**src/rtl/bpuf_chal_sequencer.sv**
```systemverilog
// Challenge sequencer for a PUF: applies a challenge, waits for it to settle,
// takes SAMPLES response snapshots and reports a per-bit majority vote.
module bpuf_chal_sequencer #(
  parameter int CHAL_W  = 19,
  parameter int RESP_W  = 19,
  parameter int SETTLE  = 8,
  parameter int SAMPLES = 3
) (
  input  logic              clk,
  input  logic              reset,
  input  logic              req_valid,
  output logic              req_ready,
  input  logic [CHAL_W-1:0] req_chal,
  output logic              puf_enable,
  output logic [CHAL_W-1:0] puf_chal,
  input  logic [RESP_W-1:0] puf_resp,
  output logic              rsp_valid,
  input  logic              rsp_ready,
  output logic [RESP_W-1:0] rsp_data,
  output logic [RESP_W-1:0] rsp_unstable,
  output logic              busy
);

  localparam int OW = $clog2(SAMPLES + 1);
  localparam logic [7:0] SETTLE_LAST = 8'(SETTLE - 1);
  localparam logic [7:0] SAMPLE_LAST = 8'(SAMPLES - 1);
  localparam logic [OW-1:0] HALF = OW'(SAMPLES / 2);
  localparam logic [OW-1:0] ALL  = OW'(SAMPLES);

  typedef enum logic [2:0] {
    S_IDLE,
    S_SETTLE,
    S_SAMPLE,
    S_VOTE,
    S_DONE
  } state_t;

  state_t                      state_q;
  logic [7:0]                  cnt_q;
  logic [RESP_W-1:0][OW-1:0]   ones_q;
  logic                        puf_enable_q;
  logic [CHAL_W-1:0]           puf_chal_q;
  logic                        rsp_valid_q;
  logic [RESP_W-1:0]           rsp_data_q;
  logic [RESP_W-1:0]           rsp_unstable_q;

  logic [RESP_W-1:0][OW-1:0]   ones_d;
  logic [RESP_W-1:0]           vote_d;
  logic [RESP_W-1:0]           unstable_d;

  // Per-bit ones counters and the vote derived from their settled values.
  for (genvar gi = 0; gi < RESP_W; gi++) begin : g_bit
    assign ones_d[gi]     = ones_q[gi] + OW'(puf_resp[gi]);
    assign vote_d[gi]     = (ones_q[gi] > HALF);
    assign unstable_d[gi] = (ones_q[gi] != '0) && (ones_q[gi] != ALL);
  end

  always_ff @(posedge clk or posedge reset) begin
    if (reset) begin
      state_q        <= S_IDLE;
      cnt_q          <= '0;
      ones_q         <= '0;
      puf_enable_q   <= 1'b0;
      puf_chal_q     <= '0;
      rsp_valid_q    <= 1'b0;
      rsp_data_q     <= '0;
      rsp_unstable_q <= '0;
    end else begin
      case (state_q)
        S_IDLE: begin
          if (req_valid) begin
            puf_chal_q   <= req_chal;
            puf_enable_q <= 1'b1;
            cnt_q        <= '0;
            ones_q       <= '0;
            state_q      <= S_SETTLE;
          end
        end
        S_SETTLE: begin
          if (cnt_q == SETTLE_LAST) begin
            cnt_q   <= '0;
            state_q <= S_SAMPLE;
          end else begin
            cnt_q <= cnt_q + 8'd1;
          end
        end
        S_SAMPLE: begin
          ones_q <= ones_d;
          if (cnt_q == SAMPLE_LAST) begin
            cnt_q        <= '0;
            puf_enable_q <= 1'b0;
            state_q      <= S_VOTE;
          end else begin
            cnt_q <= cnt_q + 8'd1;
          end
        end
        S_VOTE: begin
          rsp_data_q     <= vote_d;
          rsp_unstable_q <= unstable_d;
          rsp_valid_q    <= 1'b1;
          state_q        <= S_DONE;
        end
        S_DONE: begin
          // Response registers keep their value after the handshake.
          if (rsp_ready) begin
            rsp_valid_q <= 1'b0;
            state_q     <= S_IDLE;
          end
        end
        default: state_q <= S_IDLE;
      endcase
    end
  end

  assign req_ready    = (state_q == S_IDLE);
  assign busy         = (state_q != S_IDLE);
  assign puf_enable   = puf_enable_q;
  assign puf_chal     = puf_chal_q;
  assign rsp_valid    = rsp_valid_q;
  assign rsp_data     = rsp_data_q;
  assign rsp_unstable = rsp_unstable_q;

endmodule

```
**config.mk**
```make
export PLATFORM = sky130hd
export DESIGN_NAME = bpuf_chal_sequencer
export DESIGN_NICKNAME = d
export VERILOG_FILES = /design/src/rtl/bpuf_chal_sequencer.sv
export SDC_FILE = /design/constraint.sdc
export NUM_CORES = 1
export LEC_CHECK = 0
export CAP_MARGIN = 20
export CORE_MARGIN = 2
export CORE_UTILIZATION = 40
export DETAILED_ROUTE_END_ITERATION = 8
export PLACE_DENSITY_LB_ADDON = 0.15
export REMOVE_ABC_BUFFERS = 1
export SETUP_SLACK_MARGIN = 0.2
export SLEW_MARGIN = 15
export SYNTH_ARGS = -nofsm -noshare
export SYNTH_HDL_FRONTEND = slang
export SYNTH_SLANG_ARGS = --single-unit
```
**constraint.sdc**
```tcl
create_clock -name clk -period 3.5 [get_ports clk]
set_input_delay 0.35 -clock clk [delete_from_list [all_inputs] [get_ports clk]]
set_output_delay 0.35 -clock clk [all_outputs]
set_load 0.02 [all_outputs]
```
# [Word level (Yosys, flattened, before mapping)]
# Index checks and enable logic that the tools add are counted.
[op_classes] addsub=20 n_eq_ne=29 n_reduce_logical=49 magnitude_cmp=19 mux=16
[ops] op="$pmux W38 S2" count=1
[ops] op="$ne A2 B2 Y1 const B" count=23
[ops] op="$reduce_bool A2 Y1" count=21
[ops] op="$add A2 B1 Y2" count=19
[ops] op="$gt A2 B1 Y1 const B" count=19
[ops] op="$mux W38" count=1
[ops] op="$mux W8" count=3
[ops] op="$pmux W8 S3" count=1
[ops] op="$logic_and A1 B1 Y1" count=19
[ops] op="$pmux W3 S5" count=1
[ops] op="$mux W3" count=4
[ops] op="$add A8 B1 Y8 const B" count=1
[ops] op="$eq A8 B2 Y1 const B" count=1
[ops] op="$eq A8 B3 Y1 const B" count=1
[ops] op="$reduce_and A2 Y1" count=4
[ops] op="$eq A3 B2 Y1 const B" count=2
[ops] op="$reduce_bool A3 Y1" count=2
[ops] op="$pmux W1 S2" count=2
[ops] op="$reduce_and A4 Y1" count=1
[ops] op="$eq A3 B1 Y1 const B" count=1
[ops] op="$eq A3 B3 Y1 const B" count=1
[ops] op="$logic_not A3 Y1" count=1
[ops] op="$mux W1" count=3
[ops] op="$reduce_and A3 Y1" count=1
[word_totals] inputBits=42 wordCells=159 register_bits=108

# [Logic depth before layout (Yosys ltp)]
[logic_depth] word_depth=3 ltp_mapped=7 mapped_depth_nobuf=6

# [Least setup slack after synthesis]
# OpenSTA, ideal clock, no wires.
[synth_path] kind="flip-flop to flip-flop" startpoint="register state_q[2]" endpoint="register ones_q[1] (netlist name)" arrival_time_ps=1651 required_ps=3379 slack_ps=1728 path_stages_with_launch=7 path_buffers=3 synth_period_minus_slack_ps=1772 path_cell_list="dfrtp_1 buf_6 nor3_1 and2_1 buf_2 buf_2 nor2_1"
[synth_via] elab_chain_cells=3
[synth_lines] element="from (decl)" line_no="38" source="state_t state_q;"
[synth_lines] element="from (signal assigned)" line_no="60" source="state_q <= S_IDLE;"
[synth_lines] element="from (signal assigned)" line_no="76" source="state_q <= S_SETTLE;"
[synth_lines] element="from (signal assigned)" line_no="82" source="state_q <= S_SAMPLE;"
[synth_lines] element="$logic_not A3 Y1 (*)"
[synth_lines] element="via req_ready" line_no="12" source="output logic req_ready,"
[synth_lines] element="$ne A2 B2 Y1 (no line) / $reduce_bool A2 Y1 (equally long branches)"
[synth_lines] element="$reduce_and A2 Y1 (no line)"
[synth_lines] element="to (signal assigned)" line_no="88" source="ones_q <= ones_d;"
[synth_lines] element="to (decl)" line_no="40" source="logic [RESP_W-1:0][OW-1:0] ones_q;"
# Mark *: on every way through the listed nets, which the timed path passes. The rest lies on a longest branch.
# A chain may end at the register's enable or synchronous reset.

# [Final worst setup path]
[layout_path] startpoint="register state_q[2]" endpoint="output req_ready"
[layout_via] elab_chain_cells=1
[layout_lines] element="$logic_not A3 Y1" line_no="115" source="assign req_ready = (state_q == S_IDLE);"
[layout_lines] element="to (decl)" line_no="12"
# Every way passes these cells.

==> impl_metrics.tcl <==
set metrics [dict create \
    cts-buffers-inserted 9 \
    required_ns 3.15 \
    final_area_um2 6440 \
    start_util 0.404 \
    power.density_nw_per_um2 858 \
    finalSetupViolations 0 \
    dpl-instance-area_um2 6170 \
    io_buffers 102 \
    rows 41 \
    clkTransAtPathRegs_ns 0.07 \
    r2r_cells 4 \
    htree_levels 3 \
    post_cts_buffers 0 \
    worstSetupPathType "register to output pin" \
    grt_max_degree 78 \
    wl_per_cell_um 13.1 \
    first_global_vias 3567 \
    layout_common_cells "166 x nand2_1, 108 x dfrtp_1, 102 x clkdlybuf4s50_1, 40 x ha_1, 24 x o21ai_0" \
    setup_tns_ns 0 \
    holdPathEnd "rsp_data[14]$_DFFE_PP0P_" \
    hpwlAfterDp_mm 6.72 \
    avgViaCountPerCell 4.70 \
    hold_viol 0 \
    post_synth.cell_area_avg_um2 9.85 \
    min-delay-start "rsp_data[14]$_DFFE_PP0P_" \
    wirelength_mm 10.2 \
    core_area_um2 12500 \
    leakagePower_uw 0.00307 \
    cp.arrival_ns 1.89 \
    cts-resized-gates 0 \
    crit_start "state_q[2]$_DFFE_PP0P_" \
    clock_path_buffers 2 \
    antenna_found_initial 0 \
    grt_pass1_wl_mm 17.1 \
    ys_types 37 \
    drv_slew 0 \
    fin_skew_ns 0.00871 \
    dieArea_um2 13500 \
    worstPathCellList "nor3_1 > clkdlybuf4s50_1" \
    diodes 0 \
    worst_hold_path_type "register to register" \
    final_nets 685 \
    r2r_start "state_q[1]$_DFFE_PP0P_" \
    chipWidth_um 116 \
    slowest_stage "clkdlybuf4s50_1" \
    clock_sinks 108 \
    vias 3664 \
    cts_tree "yes" \
    first_pass_iters 5 \
    final_common_cell "nand2_1" \
    drcViolationCount 0 \
    post-route-period-util 0.640 \
    ir_drop_mv 0.472 \
    hold_depth 2 \
    root_buffer "clkbuf_16" \
    rsz0062_at_grt "false" \
    synth-seq-cells 108 \
    num_io_pins 103 \
    drive_above_1_share 0.0560 \
    cp_max_fo 10 \
    synth_cells 512 \
    clk_latency_ns 0.34 \
    rrSetupSlack_ns 1.31 \
    reg2reg_to "state_q[0]$_DFFE_PP0P_" \
    cp-start-kind "register" \
    end_kind "output pin" \
    grt_overflow 0 \
    syn_area_um2 5040 \
    gp_congestion 0.702 \
    die_h_um 116 \
    holdBufCountCts 0 \
    max-cap-violations 0 \
    ys_warn_count 0 \
    outcome "complete, no violations" \
    relSlewSlack 0.304 \
    grt.total_usage 0.160 \
    postRouteAntennaNets 0 \
    drt-initial-drc-count 192 \
    yosysSeqAreaShare 0.536 \
    min_period_ns 2.24 \
    worstMarginPinSlew_ns 1.04 \
    syn2layout_area_growth_pct 27.7 \
    max_freq_mhz 446 \
    slowest_delay_ns 0.68 \
]
-- final cells by class --
| class | count | area, um2 |
|---|---|---|
| clock buffer | 12 | 246 |
| tap | 172 | 215 |
| inverter | 22 | 85.1 |
| multi-input combinational | 355 | 2110 |
| clock inverter | 3 | 22.5 |
| fill | 1161 | 6030 |
| timing repair buffer | 107 | 1060 |
| sequential | 108 | 2700 |
-- sequential cells by signal, indices dropped and copies added (netlist names) --
register      flops
cnt_q             8
ones_q           38
puf_chal         19
puf_enable        1
rsp_data         19
rsp_unstable     19
rsp_valid         1
state_q           3
-- cells by family (layout without fill, tap and decap cells) --
group / count (synthesis) / after routing / share of synthesized area
compound gates: 68 / 68 / 0.0921
xor+xnor: 16 / 16 / 0.0278
fa+ha+maj: 40 / 40 / 0.0993
buf+inv: 49 / 144 / 0.0469
flops: 108 / 108 / 0.536
simple gates: 231 / 231 / 0.198
-- routing by layer --
| metal | share of wire | vias up | track usage |
|---|---|---|---|
| met4 | 0.016 | 0 | 0.0595 |
| li1 | - | 1871 | - |
| met3 | 0.073 | 11 | 0.0472 |
| met2 | 0.43 | 88 | 0.256 |
| met5 | 0 | - | 0 |
| met1 | 0.48 | 1694 | 0.207 |
-- power breakdown --
part	switching (uW)	total, uW	internal, uW
combinational	1430	2490	1060
sequential	330	2080	1750
clock	449	951	502
-- critical path: cells and delay by family (launching register included) --
family	cells	cell delay (ns)
DFF	1	0.49
buffers and inverters	1	0.68
and+or+nand+nor	1	0.38
-- stage by stage --
step	util	cells	hold slack (ns)	total power, uW	setup WS (ns)
floorplan	-	485	0.449	3570	0.304
global placement	0.495	764	0.456	4570	1.29
detailed placement	0.495	764	0.462	4630	1.27
CTS	0.517	779	0.483	5600	1.26
global route	0.517	779	0.499	5980	1.16
finish	0.517	779	0.476	5530	1.26
-- worst max-delay path by stage --
| stage | to | slack (ns) |
|---|---|---|
| 2_1_floorplan | cnt_q[0]$_DFFE_PP0P_ | 0.30 |
| 3_3_place_gp | ones_q[13]$_DFFE_PP0P_ | 1.29 |
| 3_5_place_dp | ones_q[13]$_DFFE_PP0P_ | 1.27 |
| 4_1_cts | req_ready | 1.26 |
| 5_1_grt | req_ready | 1.16 |
| 6_report | req_ready | 1.26 |
-- cell usage after synthesis --
master / number / area [um2]
a21boi_2: 1 / 11.3
a21o_1: 6 / 45.0
a21oi_1: 3 / 15.0
a21oi_4: 1 / 16.3
a2bb2oi_1: 1 / 8.76
and2_1: 1 / 6.26
and3_1: 4 / 25.0
and4bb_2: 1 / 12.5
buf_1: 4 / 15.0
buf_2: 12 / 60.1
buf_6: 5 / 56.3
clkbuf_1: 6 / 22.5
dfrtp_1: 108 / 2700
ha_1: 40 / 500
inv_1: 22 / 82.6
nand2_1: 166 / 623
nand2_2: 1 / 6.26
nand2b_1: 1 / 6.26
nand3_1: 21 / 105
nand3_2: 1 / 10.0
nand3b_1: 2 / 15.0
nand4b_1: 1 / 8.76
nor2_1: 18 / 67.6
nor2_4: 1 / 11.3
nor3_1: 4 / 20.0
nor3_2: 1 / 10.0
nor3b_1: 2 / 15.0
nor4b_2: 1 / 15.0
o211ai_1: 1 / 7.51
o211ai_2: 5 / 62.6
o21ai_0: 24 / 120
o21ai_1: 7 / 35.0
o31ai_1: 19 / 143
or3_1: 3 / 18.8
or3b_1: 1 / 8.76
or4b_4: 1 / 13.8
xnor2_1: 16 / 140
No activity file was read; power rests on OpenSTA's default activity.
